**config.mk**
```make
export PLATFORM = sky130hd
export DESIGN_NAME = exec_unit_flat
export DESIGN_NICKNAME = d
export VERILOG_FILES = /design/src/rtl/exec_unit_pkg.sv /design/src/rtl/exec_unit_if.sv /design/src/rtl/exec_unit_alu_comb.sv /design/src/rtl/exec_unit.sv /design/src/flat_wrapper.sv
export SDC_FILE = /design/constraint.sdc
export NUM_CORES = 1
export LEC_CHECK = 0
export ABC_AREA = 1
export CAP_MARGIN = 20
export CORE_UTILIZATION = 40
export DETAILED_ROUTE_END_ITERATION = 7
export GPL_TIMING_DRIVEN = 0
export HOLD_SLACK_MARGIN = 0.08
export PLACE_DENSITY = 0.58
export RECOVER_POWER = 25
export SYNTH_ARGS = -nofsm -noshare
export SYNTH_HDL_FRONTEND = slang
export SYNTH_SLANG_ARGS = --single-unit
```
**constraint.sdc**
```tcl
create_clock -name clk -period 3.3 [get_ports clk]
set_input_delay 0.33 -clock clk [delete_from_list [all_inputs] [get_ports clk]]
set_output_delay 0.33 -clock clk [all_outputs]
set_load 0.01 [all_outputs]
```
**src/rtl/exec_unit_pkg.sv**
```systemverilog
// rtl/exec_unit_pkg.sv - opcode and FSM encodings plus datapath defaults for exec_unit
package exec_unit_pkg;

  localparam int WIDTH_DEF = 16;
  localparam int AW_DEF    = 3;

  typedef enum logic [2:0] {
    OP_ADD = 3'b000,
    OP_SUB = 3'b001,
    OP_AND = 3'b010,
    OP_OR  = 3'b011,
    OP_XOR = 3'b100,
    OP_SHL = 3'b101,
    OP_SHR = 3'b110,
    OP_MUL = 3'b111
  } op_e;

  typedef enum logic [1:0] {
    ST_IDLE = 2'b00,
    ST_EXEC = 2'b01,
    ST_MUL  = 2'b10,
    ST_WB   = 2'b11
  } state_e;

endpackage

```
**src/rtl/exec_unit_if.sv**
```systemverilog
// rtl/exec_unit_if.sv - issue/writeback bundle between issue logic, exec_unit and regfile
interface exec_unit_if
  import exec_unit_pkg::*;
#(
  parameter int WIDTH = WIDTH_DEF,
  parameter int AW    = AW_DEF
);
  logic             start;
  op_e              op;
  logic [AW-1:0]    dst;
  logic [WIDTH-1:0] src_a;
  logic [WIDTH-1:0] src_b;
  logic             busy;
  logic             done;
  logic             write_en;
  logic [AW-1:0]    wreg;
  logic [WIDTH-1:0] writedata;
  logic             zero;
  logic             carry;

  modport master (
    output start, op, dst, src_a, src_b,
    input  busy, done, write_en, wreg, writedata, zero, carry
  );

  modport slave (
    input  start, op, dst, src_a, src_b,
    output busy, done, write_en, wreg, writedata, zero, carry
  );
endinterface

```
**src/rtl/exec_unit_alu_comb.sv**
```systemverilog
// rtl/exec_unit_alu_comb.sv - combinational result and carry for the seven single-cycle ops
module alu_comb
  import exec_unit_pkg::*;
#(
  parameter int WIDTH = WIDTH_DEF
) (
  input  op_e              op_i,
  input  logic [WIDTH-1:0] a_i,
  input  logic [WIDTH-1:0] b_i,
  output logic [WIDTH-1:0] result_o,
  output logic             carry_o
);
  logic [WIDTH:0] wide;
  logic [3:0]     amt;

  assign amt = b_i[3:0];

  // One spare bit catches carry/borrow, or the last bit shifted out of either end.
  always_comb begin
    wide     = '0;
    result_o = '0;
    carry_o  = 1'b0;
    case (op_i)
      OP_ADD: begin
        wide     = {1'b0, a_i} + {1'b0, b_i};
        result_o = wide[WIDTH-1:0];
        carry_o  = wide[WIDTH];
      end
      OP_SUB: begin
        wide     = {1'b0, a_i} - {1'b0, b_i};
        result_o = wide[WIDTH-1:0];
        carry_o  = wide[WIDTH];
      end
      OP_AND: result_o = a_i & b_i;
      OP_OR:  result_o = a_i | b_i;
      OP_XOR: result_o = a_i ^ b_i;
      OP_SHL: begin
        wide     = {1'b0, a_i} << amt;
        result_o = wide[WIDTH-1:0];
        carry_o  = wide[WIDTH];
      end
      OP_SHR: begin
        wide     = {a_i, 1'b0} >> amt;
        result_o = wide[WIDTH:1];
        carry_o  = wide[0];
      end
      default: begin
        result_o = '0;
        carry_o  = 1'b0;
      end
    endcase
  end
endmodule

```
**src/rtl/exec_unit.sv**
```systemverilog
// rtl/exec_unit.sv - execute/writeback stage: operand latch, ALU/shift-add multiply, one-cycle regfile write
module exec_unit
  import exec_unit_pkg::*;
#(
  parameter int WIDTH = WIDTH_DEF,
  parameter int AW    = AW_DEF
) (
  input logic        clk,
  input logic        rst,
  exec_unit_if.slave bus
);
  state_e           state_q;
  op_e              op_q;
  logic [AW-1:0]    dst_q;
  logic [WIDTH-1:0] a_q, b_q;
  logic [WIDTH-1:0] acc_q, mcand_q, mplier_q;
  logic [3:0]       count_q;
  logic             we_q, zero_q, carry_q;
  logic [AW-1:0]    wreg_q;
  logic [WIDTH-1:0] wdata_q;

  logic [WIDTH-1:0] alu_res;
  logic             alu_carry;
  logic [WIDTH-1:0] acc_d;

  alu_comb #(.WIDTH(WIDTH)) u_alu (
    .op_i     (op_q),
    .a_i      (a_q),
    .b_i      (b_q),
    .result_o (alu_res),
    .carry_o  (alu_carry)
  );

  assign acc_d = mplier_q[0] ? acc_q + mcand_q : acc_q;

  always_ff @(posedge clk or posedge rst) begin
    if (rst) begin
      state_q  <= ST_IDLE;
      op_q     <= OP_ADD;
      dst_q    <= '0;
      a_q      <= '0;
      b_q      <= '0;
      acc_q    <= '0;
      mcand_q  <= '0;
      mplier_q <= '0;
      count_q  <= '0;
      we_q     <= 1'b0;
      wreg_q   <= '0;
      wdata_q  <= '0;
      zero_q   <= 1'b0;
      carry_q  <= 1'b0;
    end else begin
      we_q <= 1'b0;
      case (state_q)
        ST_IDLE: begin
          if (bus.start) begin
            op_q    <= bus.op;
            dst_q   <= bus.dst;
            a_q     <= bus.src_a;
            b_q     <= bus.src_b;
            state_q <= ST_EXEC;
          end
        end
        ST_EXEC: begin
          if (op_q == OP_MUL) begin
            acc_q    <= '0;
            count_q  <= '0;
            mcand_q  <= a_q;
            mplier_q <= b_q;
            state_q  <= ST_MUL;
          end else begin
            we_q    <= 1'b1;
            wreg_q  <= dst_q;
            wdata_q <= alu_res;
            zero_q  <= (alu_res == '0);
            carry_q <= alu_carry;
            state_q <= ST_WB;
          end
        end
        ST_MUL: begin
          acc_q    <= acc_d;
          mcand_q  <= mcand_q << 1;
          mplier_q <= mplier_q >> 1;
          count_q  <= count_q + 4'd1;
          // The 16th iteration's partial sum goes straight to the write port.
          if (count_q == 4'd15) begin
            we_q    <= 1'b1;
            wreg_q  <= dst_q;
            wdata_q <= acc_d;
            zero_q  <= (acc_d == '0);
            carry_q <= 1'b0;
            state_q <= ST_WB;
          end
        end
        ST_WB:   state_q <= ST_IDLE;
        default: state_q <= ST_IDLE;
      endcase
    end
  end

  assign bus.busy      = (state_q != ST_IDLE);
  assign bus.done      = we_q;
  assign bus.write_en  = we_q;
  assign bus.wreg      = wreg_q;
  assign bus.writedata = wdata_q;
  assign bus.zero      = zero_q;
  assign bus.carry     = carry_q;
endmodule
```
**src/flat_wrapper.sv**
```systemverilog
// flat-port wrapper written by rule: the top's interface ports become plain ports
module exec_unit_flat import exec_unit_pkg::*;
#(
  parameter int WIDTH = WIDTH_DEF,
  parameter int AW    = AW_DEF
)
  (clk, rst, bus_start, bus_op, bus_dst, bus_src_a, bus_src_b, bus_busy, bus_done, bus_write_en, bus_wreg, bus_writedata, bus_zero, bus_carry);
  exec_unit_if #(.WIDTH(WIDTH), .AW(AW)) bus_i ();
  input logic clk;
  input logic rst;
  input wire logic [$bits(bus_i.start)-1:0] bus_start;
  input wire logic [$bits(bus_i.op)-1:0] bus_op;
  input wire logic [$bits(bus_i.dst)-1:0] bus_dst;
  input wire logic [$bits(bus_i.src_a)-1:0] bus_src_a;
  input wire logic [$bits(bus_i.src_b)-1:0] bus_src_b;
  output wire logic [$bits(bus_i.busy)-1:0] bus_busy;
  output wire logic [$bits(bus_i.done)-1:0] bus_done;
  output wire logic [$bits(bus_i.write_en)-1:0] bus_write_en;
  output wire logic [$bits(bus_i.wreg)-1:0] bus_wreg;
  output wire logic [$bits(bus_i.writedata)-1:0] bus_writedata;
  output wire logic [$bits(bus_i.zero)-1:0] bus_zero;
  output wire logic [$bits(bus_i.carry)-1:0] bus_carry;
  assign bus_i.start = bus_start;
  assign bus_i.op = bus_op;
  assign bus_i.dst = bus_dst;
  assign bus_i.src_a = bus_src_a;
  assign bus_i.src_b = bus_src_b;
  assign bus_busy = bus_i.busy;
  assign bus_done = bus_i.done;
  assign bus_write_en = bus_i.write_en;
  assign bus_wreg = bus_i.wreg;
  assign bus_writedata = bus_i.writedata;
  assign bus_zero = bus_i.zero;
  assign bus_carry = bus_i.carry;
  exec_unit #(.WIDTH(WIDTH), .AW(AW)) u_core (.clk(clk), .rst(rst), .bus(bus_i));
endmodule
```
==> flow_summary.ini <==
[final_layout]
layout-drive-gt1-share_pct = 6.01
post-route-cell-area_um2 = 11600
final-seq-area_um2 = 2860
multiInputGateArea_um2 = 6120
fillCellCount = 2602
antenna_cells = 0
area_growth_pct = 17.7
fin_util_pct = 47.9
stdcell_count = 1988
layout.nets = 1768

[timing]
setup_violations = 0
post-route-period-util_pct = 94.6
timing.hold.ws_ns = 0.410
hold_viol_final = 0
slew_viol_final = 64
fin_crit_ns = 3.12
fmax_mhz = 320
rsz0062_at_grt = no
slew_headroom_pct = -44.9
tightest_slew_ns = 2.17
clock_skew_ns = 0.0201

[place]
place_inst = 1958
place_congestion = 1.00
place.port_buffers = 64
placed_area_um2 = 11000
dp_hpwl_um = 31900

[critical_path]
cp_slowest_stage_delay_ns = 0.39
cp.arrival_ns = 3.48
crit_chain = buf_4 > inv_4 > buf_6 > ha_1 > or2_2 > nand3b_1 > nand2_1 > nand2_1 > nand3_1 > nand3_1 > nand3_1 > nor2_1 > nand3_1 > o21ai_2 > nand2_1 > nand2_1
cp-end-kind = register
critical_path_class = reg2reg
critPathMaxFanout = 11
cpLargestDelayFamily = simple AND/OR/NAND/NOR gates
crit_path_start_kind = register
cp_slowest_cell = dfrtp_1
path_buf_inv = 3
cp.required_ns = 3.65

[die]
io_pins = 65
die_area_um2 = 25300
core_area_um2 = 24200
rows = 57
die_w_um = 159
die_h_um = 159
start_util_pct = 40.7

[synth]
synthArstFlopShare_pct = 100
ys_seq_area_share_pct = 28.9
ys.flop_type = dfrtp_1
yosys-top-cells-area = dfrtp_1, nand2_1, nand3_1
synth_seq_cells = 114
synth-edff-count = 0
netlist_area_um2 = 9870
syn-num-nets = 1683
synth_top_area_share_pct = 28.9
netlist-cell-type-count = 37
syn_area_per_cell_um2 = 6.30
yosysMostFrequentCell = nand2_1
synthTopCellsByCount = nand2_1, nand3_1, nor2_1
postSynthCellCount = 1567
ys_warn_count = 0
synth_top_cell_by_area = dfrtp_1

[detailed_routing]
vias_per_cell = 5.51
drc_errors = 0
wire_per_inst_um = 20.3
firstDrtPassIters = 6
drt_wl_total_um = 40300
drtIter0Drc = 1140
ant_nets = 0
vias = 10953

[clocking]
cts_tree = yes
ctsHoldBuffers = 0
clkTransAtPathRegs_ns = 0.07
cts.sinks = 114
worstSkewPairLatency_ns = 0.43
clk_path_buf_depth = 2
cts_setup_buffers = 0
cts_root_buf = clkbuf_16
htreeDepth = 4
numCtsBuffers = 17

[grt]
grt_max_degree = 40
grt_usage_pct = 32.5
grt_antenna_before_repair = 0
grt_pass1_vias = 10555
overflow = 0
grt_first_pass_wirelength_um = 62500

[min_path]
min_path_type = in2async

[outcome]
violations = max-capacitance violations, max-slew violations
outcome = complete, but fails checks

[job]
cap_violations = 2
through the flow:
| step | setup slack, ns | TNS [ns] |
|---|---|---|
| 2_1_floorplan | 0.885 | 0 |
| 3_3_place_gp | -0.172 | -0.172 |
| 3_5_place_dp | -0.138 | -0.138 |
| 4_1_cts | 0.0306 | 0 |
| 5_1_grt | 0.0183 | 0 |
| 6_report | 0.177 | 0 |
kinds of logic after synthesis:
kind of cell	after synthesis	synth area share (%)
simple gates	908	38.4
xor+xnor	3	0.266
fa+ha+maj	75	9.74
compound gates	232	13.1
buf+inv	233	9.41
mux	2	0.228
flops	114	28.9
placed cells by master, fill, tap and decap left out, types with 4 or more instances in the layout:
master and count:
o211ai_1 12, bufinv_16 4, a2bb2oi_1 4, o21a_1 6, clkbuf_1 38, nand2_1 461, buf_1 4, inv_1 154
clkbuf_16 17, nand3_2 5, nor3_1 6, o22ai_1 9, a21oi_1 98, dfrtp_1 110, clkinv_2 4, a31oi_1 21
nand4_1 15, o21ai_0 68, buf_2 21, buf_6 4, clkdlybuf4s50_1 63, nor2_1 181, inv_2 9, or2_2 15
ha_1 72, dfrtp_2 4, o21bai_1 4, nand3_1 218
worst reg2reg max path, stage by stage, from the launching register on:
cell      delay (ns)
dfrtp_1         0.39
buf_4           0.20
inv_4           0.15
buf_6           0.20
ha_1            0.33
or2_2           0.37
nand3b_1        0.12
nand2_1         0.15
nand2_1         0.12
nand3_1         0.08
nand3_1         0.09
nand3_1         0.19
nor2_1          0.18
nand3_1         0.15
o21ai_2         0.19
nand2_1         0.08
nand2_1         0.07
registers in the layout, indices dropped and copies added (netlist names):
name / cells
u_core.state_q: 2
u_core.bus.wreg: 3
u_core.b_q: 16
u_core.mplier_q: 16
u_core.mcand_q: 16
u_core.bus.writedata: 16
u_core.a_q: 16
u_core.bus.carry: 1
u_core.acc_q: 16
u_core.bus.done: 1
u_core.bus.zero: 1
u_core.op_q: 3
u_core.dst_q: 3
u_core.count_q: 4
metal layers:
layer | track usage (%) | vias up | wire length [um]
met1 | 47.2 | 5164 | 19300
met5 | 0 | - | 0
met4 | 9.75 | 0 | 973
met2 | 49.9 | 422 | 17400
met3 | 4.45 | 70 | 2740
li1 | - | 5297 | -
final timing paths:
check	start	endpoint	slack [ns]	cells after the start
max	u_core.b_q[2]$_DFFE_PP0P_	u_core.bus.zero$_DFFE_PP0P_	0.18	16
min	rst	u_core.b_q[10]$_DFFE_PP0P_	0.41	2
max reg2reg	u_core.b_q[2]$_DFFE_PP0P_	u_core.bus.zero$_DFFE_PP0P_	0.18	16
min reg2reg	u_core.dst_q[1]$_DFFE_PP0P_	u_core.bus.wreg[1]$_DFFE_PP0P_	0.47	2
max in group asynchronous	rst	u_core.mcand_q[10]$_DFFE_PP0P_	0.47	3
min in group clk	bus_op[2]	u_core.op_q[2]$_DFFE_PP0P_	0.47	3
final cells by class:
class	instances	share of cell area [%]
clock buffers	21	4.05
multi-input cells	1220	52.7
well taps	324	3.49
plain buffers	67	2.75
inverters	165	5.36
clock inverters	10	1.35
repair buffers	67	5.75
flip-flops and latches	114	24.6
timing repair:
item,CTS,global route
setup endpoints to repair,1,2
pin swaps,0,0
cloned,0,0
gates resized for setup,4,17
Power is left out: the tool's default activity adds up to more than one toggle a clock period on the data nets, which glitch-free logic cannot reach.
